`src/rtl/ysyx_24100006_axi_arbiter.sv`:
```
// Two-to-one AXI4 arbiter in front of the crossbar: IFU (read-only) and LSU share one master port.
// A grant covers a whole transaction; m_addr_suffix carries the granted address's byte offset.
module ysyx_24100006_axi_arbiter #(
    parameter int RR_EN  = 1,
    parameter int ADDR_W = 32,
    parameter int DATA_W = 32
) (
    input  logic              clk,
    input  logic              reset,

    input  logic              ifu_arvalid,
    output logic              ifu_arready,
    input  logic [ADDR_W-1:0] ifu_araddr,
    input  logic [7:0]        ifu_arlen,
    input  logic [2:0]        ifu_arsize,
    output logic              ifu_rvalid,
    input  logic              ifu_rready,
    output logic [DATA_W-1:0] ifu_rdata,
    output logic [1:0]        ifu_rresp,
    output logic              ifu_rlast,

    input  logic              lsu_arvalid,
    output logic              lsu_arready,
    input  logic [ADDR_W-1:0] lsu_araddr,
    input  logic [7:0]        lsu_arlen,
    input  logic [2:0]        lsu_arsize,
    output logic              lsu_rvalid,
    input  logic              lsu_rready,
    output logic [DATA_W-1:0] lsu_rdata,
    output logic [1:0]        lsu_rresp,
    output logic              lsu_rlast,
    input  logic              lsu_awvalid,
    output logic              lsu_awready,
    input  logic [ADDR_W-1:0] lsu_awaddr,
    input  logic [7:0]        lsu_awlen,
    input  logic [2:0]        lsu_awsize,
    input  logic              lsu_wvalid,
    output logic              lsu_wready,
    input  logic [DATA_W-1:0] lsu_wdata,
    input  logic [3:0]        lsu_wstrb,
    input  logic              lsu_wlast,
    output logic              lsu_bvalid,
    input  logic              lsu_bready,
    output logic [1:0]        lsu_bresp,

    output logic              m_axi_arvalid,
    input  logic              m_axi_arready,
    output logic [ADDR_W-1:0] m_axi_araddr,
    output logic [7:0]        m_axi_arlen,
    output logic [2:0]        m_axi_arsize,
    input  logic              m_axi_rvalid,
    output logic              m_axi_rready,
    input  logic [DATA_W-1:0] m_axi_rdata,
    input  logic [1:0]        m_axi_rresp,
    input  logic              m_axi_rlast,
    output logic              m_axi_awvalid,
    input  logic              m_axi_awready,
    output logic [ADDR_W-1:0] m_axi_awaddr,
    output logic [7:0]        m_axi_awlen,
    output logic [2:0]        m_axi_awsize,
    output logic              m_axi_wvalid,
    input  logic              m_axi_wready,
    output logic [DATA_W-1:0] m_axi_wdata,
    output logic [3:0]        m_axi_wstrb,
    output logic              m_axi_wlast,
    input  logic              m_axi_bvalid,
    output logic              m_axi_bready,
    input  logic [1:0]        m_axi_bresp,

    output logic [1:0]        m_addr_suffix
);

    typedef enum logic [1:0] {
        IDLE,
        IFU_RD,
        LSU_RD,
        LSU_WR
    } state_t;

    typedef enum logic {
        GRANT_IFU,
        GRANT_LSU
    } grant_t;

    state_t     state;
    state_t     state_next;
    grant_t     last_grant;
    grant_t     last_grant_next;
    logic [1:0] suffix_next;
    logic       lsu_wins_tie;
    logic       r_done;
    logic       b_done;

    always_ff @(posedge clk) begin
        // NOTE: state registers use non-blocking assignments so every register samples pre-edge values.
        if (reset) begin
            state         <= IDLE;
            last_grant    <= GRANT_IFU;
            m_addr_suffix <= 2'b00;
        end else begin
            state         <= state_next;
            last_grant    <= last_grant_next;
            m_addr_suffix <= suffix_next;
        end
    end

    // With round-robin off the LSU always wins a tie; otherwise the side not served last wins.
    assign lsu_wins_tie = (RR_EN == 0) || (last_grant == GRANT_IFU);
    assign r_done       = m_axi_rvalid && m_axi_rready && m_axi_rlast;
    assign b_done       = m_axi_bvalid && m_axi_bready;

    always_comb begin
        state_next      = state;
        last_grant_next = last_grant;
        suffix_next     = m_addr_suffix;
        case (state)
            IDLE: begin
                if (lsu_awvalid) begin
                    state_next      = LSU_WR;
                    last_grant_next = GRANT_LSU;
                    suffix_next     = lsu_awaddr[1:0];
                end else if (lsu_arvalid && (!ifu_arvalid || lsu_wins_tie)) begin
                    state_next      = LSU_RD;
                    last_grant_next = GRANT_LSU;
                    suffix_next     = lsu_araddr[1:0];
                end else if (ifu_arvalid) begin
                    state_next      = IFU_RD;
                    last_grant_next = GRANT_IFU;
                    suffix_next     = ifu_araddr[1:0];
                end
            end
            IFU_RD, LSU_RD: begin
                if (r_done) begin
                    state_next = IDLE;
                end
            end
            LSU_WR: begin
                if (b_done) begin
                    state_next = IDLE;
                end
            end
            default: state_next = IDLE;
        endcase
    end

    always_comb begin
        // NOTE: every output is defaulted before the case, so no path through it can infer a latch.
        ifu_arready   = 1'b0;
        ifu_rvalid    = 1'b0;
        ifu_rdata     = '0;
        ifu_rresp     = 2'b00;
        ifu_rlast     = 1'b0;
        lsu_arready   = 1'b0;
        lsu_rvalid    = 1'b0;
        lsu_rdata     = '0;
        lsu_rresp     = 2'b00;
        lsu_rlast     = 1'b0;
        lsu_awready   = 1'b0;
        lsu_wready    = 1'b0;
        lsu_bvalid    = 1'b0;
        lsu_bresp     = 2'b00;
        m_axi_arvalid = 1'b0;
        m_axi_araddr  = '0;
        m_axi_arlen   = 8'd0;
        m_axi_arsize  = 3'd0;
        m_axi_rready  = 1'b0;
        m_axi_awvalid = 1'b0;
        m_axi_awaddr  = '0;
        m_axi_awlen   = 8'd0;
        m_axi_awsize  = 3'd0;
        m_axi_wvalid  = 1'b0;
        m_axi_wdata   = '0;
        m_axi_wstrb   = 4'd0;
        m_axi_wlast   = 1'b0;
        m_axi_bready  = 1'b0;
        case (state)
            IFU_RD: begin
                m_axi_arvalid = ifu_arvalid;
                m_axi_araddr  = ifu_araddr;
                m_axi_arlen   = ifu_arlen;
                m_axi_arsize  = ifu_arsize;
                m_axi_rready  = ifu_rready;
                ifu_arready   = m_axi_arready;
                ifu_rvalid    = m_axi_rvalid;
                ifu_rdata     = m_axi_rdata;
                ifu_rresp     = m_axi_rresp;
                ifu_rlast     = m_axi_rlast;
            end
            LSU_RD: begin
                m_axi_arvalid = lsu_arvalid;
                m_axi_araddr  = lsu_araddr;
                m_axi_arlen   = lsu_arlen;
                m_axi_arsize  = lsu_arsize;
                m_axi_rready  = lsu_rready;
                lsu_arready   = m_axi_arready;
                lsu_rvalid    = m_axi_rvalid;
                lsu_rdata     = m_axi_rdata;
                lsu_rresp     = m_axi_rresp;
                lsu_rlast     = m_axi_rlast;
            end
            LSU_WR: begin
                m_axi_awvalid = lsu_awvalid;
                m_axi_awaddr  = lsu_awaddr;
                m_axi_awlen   = lsu_awlen;
                m_axi_awsize  = lsu_awsize;
                m_axi_wvalid  = lsu_wvalid;
                m_axi_wdata   = lsu_wdata;
                m_axi_wstrb   = lsu_wstrb;
                m_axi_wlast   = lsu_wlast;
                m_axi_bready  = lsu_bready;
                lsu_awready   = m_axi_awready;
                lsu_wready    = m_axi_wready;
                lsu_bvalid    = m_axi_bvalid;
                lsu_bresp     = m_axi_bresp;
            end
            default: ;
        endcase
    end

    // The LSU issues either a read or a write at a time, never both.
    a_lsu_one_direction: assert property (@(posedge clk) disable iff (reset)
        !(lsu_arvalid && lsu_awvalid));

endmodule

```
`config.mk`:
```
export PLATFORM = sky130hd
export DESIGN_NAME = ysyx_24100006_axi_arbiter
export DESIGN_NICKNAME = d
export VERILOG_FILES = /design/src/rtl/ysyx_24100006_axi_arbiter.sv
export SDC_FILE = /design/constraint.sdc
export NUM_CORES = 1
export LEC_CHECK = 0
export BUFFER_PORTS_ARGS = -buffer_cell sky130_fd_sc_hd__clkbuf_2
export CAP_MARGIN = 40
export CORE_AREA = 2 2 163 165
export DETAILED_ROUTE_END_ITERATION = 8
export DIE_AREA = 0 0 165 167
export GPL_TIMING_DRIVEN = 0
export PLACE_DENSITY = 0.42
export SLEW_MARGIN = 20
export SYNTH_ARGS = -nofsm -noshare
export SYNTH_HDL_FRONTEND = slang
export SYNTH_SLANG_ARGS = --single-unit
```
`constraint.sdc`:
```
create_clock -name clk -period 2.05 [get_ports clk]
set_clock_uncertainty 0.1 [all_clocks]
set_input_delay 0.205 -clock clk [delete_from_list [all_inputs] [get_ports clk]]
set_output_delay 0.205 -clock clk [all_outputs]
set_load 0.1 [all_outputs]
```
==> metrics.md <==
| Metric | Value |
|---|---|
| Synth area leaders | and2_1 47%, a22oi_1 16%, nor2b_1 14%, dfxtp_1 4.6%, clkbuf_1 4.4% |
| Critical path buffers and inverters | 4 |
| Crit-path max FO | 10 |
| Detailed Place HPWL | 14240 um |
| Leading area contributor after synthesis | and2_1 |
| Vert. Die Dim | around 170 um |
| Max Clk Rate | roughly 500 MHz |
| CTS Buf Count | 3 |
| Crit path DAT | around 1.7 ns |
| Final Setup Violations | 0 |
| Final worst path period need | 1.995 ns |
| Clock root cell | clkbuf_16 |
| Avg Inst Size Synth | between 6 and 7 sq um |
| CP most frequent cell | clkbuf_4 |
| Drt wl/cell | between 15 and 20 um |
| CP top delay family | buffers and inverters |
| H-tree levels | 1 |
| Commonest cells after routing, fill and taps aside | 231 x clkbuf_2, 149 x and2_1, 85 x clkbuf_4, 79 x clkbuf_8, 43 x nor2b_2 |
| Relative slew slack | 0.6350 |
| Number of vias per cell | between 3 and 4 |
| Port bufs | between 400 and 500 |
| CP cell instances | inv_4 -> ha_4 -> buf_8 -> clkbuf_4 -> and2_1 -> clkbuf_4 |
| Sequential share of the synthesized area | 0.04643 |
| Slew Limit Fails | 0 |
| # nets final | between 900 and 1000 |
| Layout cells sized above 1 | 0.7273 |
| Worst path max stage delay | 0.37 ns |
| # diodes | 0 |
| Site Rows | a little under 60 |
| Number of global-route vias before repair | roughly 4200 |
| TritonCTS Sinks | 5 |
| Grt ovf | 0 |
| Final period utilization | 0.9734 |
| Mapped Area | approximately 2200 sq um |
| DR iter-0 viols | between 100 and 150 |
| Most common cell after layout, fill and taps aside | clkbuf_2 |
| Slew @ Worst Pin | around 0.55 ns |
| Final WL | ~18000 um |
| TritonCTS clock tree | built |
| Pleak | 3.335 nW |
| Synthesized netlist net count | around 550 |
| Non-Filler Instances | approximately 1100 |
| RSZ-0062 raised after global routing | yes |
| Initial antenna violation count | 2 |
| Hold WS | 0.1348 ns |
| Drc violations | 0 |
| Worst Slack Setup Final | ~0.055 ns |
| Overall Global Routing Usage | 0.1155 |
| Setup Buffers After CTS | 0 |
| Die W | between 150 and 200 um |
| Worst-Skew Late Latency | between 0.2 and 0.25 ns |
| DR vias | between 4000 and 5000 |
| PD cells | about 1200 nW/um^2 |
| Share of the synthesized area in the top cell type | 0.4701 |
| Synth warn | 0 |
| Final Hold Fails | 0 |
| CP Launch Type | flip-flop |
| Status | finished clean |
| Pre-CTS setup slack | -0.6874 ns |
| Core ar. | approximately 26000 sq um |
| Setup CP Type | flip-flop to primary output |
| Num ports | between 400 and 500 |
| Worst Path Required | 1.75 ns |
| Largest net degree at the start of global routing | 11 |
| First-pass GRT wire length | between 20000 and 25000 um |
| First-pass DRT Iterations | 4 |
| Die area | 27560 sq um |
| CP Capture Type | primary output |
| Gpl congestion | between 0.7 and 0.8 |
| Slowest CP cell | dfxtp_4 |
| ANT nets after route | 0 |
| Clock Pin Slew Worst Setup and Hold Paths | 0.03 ns |
| Deepest clock path buffer count | 2 |
| Max_cap viols | 0 |
| Synth Instances | around 330 |
| # fillers | about 2700 |
| Hold WC Path Type | primary input to flip-flop |
| Max VDD drop | around 0.00063 V |
| Post-synthesis register bit count | 5 |
| P&R area growth vs syn | 221.1% |
| Placed Cells | 1089 |
| Post-synth cell types | 24 |
| Starting Density | 0.08368 |
## per-layer routing
| metal | share of wire | track usage | vias up | wire length, um |
|---|---|---|---|---|
| met3 | 0.079 | 0.02167 | 20 | 1387 |
| met1 | 0.36 | 0.1198 | 1839 | 6382 |
| li1 | - | - | 1937 | - |
| met4 | 0.014 | 0.01664 | 0 | 255 |
| met2 | 0.54 | 0.2373 | 274 | 9588 |
| met5 | 0 | 0 | - | 0 |
## sequential cells by signal (all words and copies together) (netlist names)
signal / cells
last_grant: 1
m_addr_suffix: 2
state: 2
## synthesized netlist by cell type
cell type / count
nor3_1: 1
a21bo_4: 1
a22oi_1: 46
o21ai_0: 2
ha_1: 5
clkbuf_1: 25
inv_1: 4
and2_1: 162
a21oi_1: 4
o21a_1: 1
mux2_4: 2
o21ai_2: 2
buf_2: 4
dfxtp_1: 5
nand2_1: 6
mux2i_1: 2
buf_1: 3
buf_6: 1
a311oi_1: 1
or2b_1: 1
o31ai_1: 1
nand2b_1: 2
nor2_1: 1
nor2b_1: 47
## cell type report
type / instances / area, sq um / share of cell area
plain buffers: 32 / 327.8 / 0.04735
clock buffers: 4 / 78.83 / 0.01139
inverters: 4 / 17.52 / 0.002530
multi-input cells: 287 / 2201 / 0.3179
flip-flops and latches: 5 / 107.6 / 0.01554
well taps: 335 / 419.2 / 0.06055
repair buffers: 427 / 3771 / 0.5447
## power by group
group / switching, mW / internal (mW) / leakage (nW)
logic: 5.49 / 2.58 / 3.25
clock network: 0.0657 / 0.258 / 0.0382
registers: 0.0456 / 0.137 / 0.0428
## through the flow
| stage | power (mW) | setup TNS (ns) | util | instance area (sq um) |
|---|---|---|---|---|
| finish | 8.575 | 0 | 0.2687 | 6923 |
| global route | 8.902 | -0.02147 | 0.2687 | 6923 |
| CTS | 8.370 | -0.07558 | 0.2597 | 6690 |
| detailed placement | 6.647 | -50.37 | 0.1874 | 4827 |
| global placement | 6.668 | -50.15 | 0.1874 | 4827 |
| floorplan | 5.440 | -10.14 | - | 2281 |
## path summary, 6_finish.rpt
| kind | from | endpoint | slack, ns | depth (start not counted) |
|---|---|---|---|---|
| worst min register to register | m_addr_suffix[0] | m_addr_suffix[0] | 0.36 | 2 |
| worst max register to register | state[1] | state[0] | 0.27 | 7 |
| worst max-delay path | state[0] | lsu_arready | 0.05 | 6 |
| worst min-delay path | reset | m_addr_suffix[1] | 0.13 | 2 |
## what timing repair did
| action | in CTS | in global routing |
|---|---|---|
| gates cloned | 1 | 1 |
| pin swaps | 1 | 1 |
| hold buffers | 0 | 0 |
| resized for setup | 401 | 112 |
| setup endpoints to repair | 209 | 100 |
## cell families after synthesis
logic type | count (synthesis) | synth area share
mux | 4 | 0.02322
flops | 5 | 0.04643
fa+ha+maj | 5 | 0.02902
simple gates | 220 | 0.6303
buf+inv | 37 | 0.07022
compound gates | 58 | 0.2008
Power figures use the tool's default switching activity.
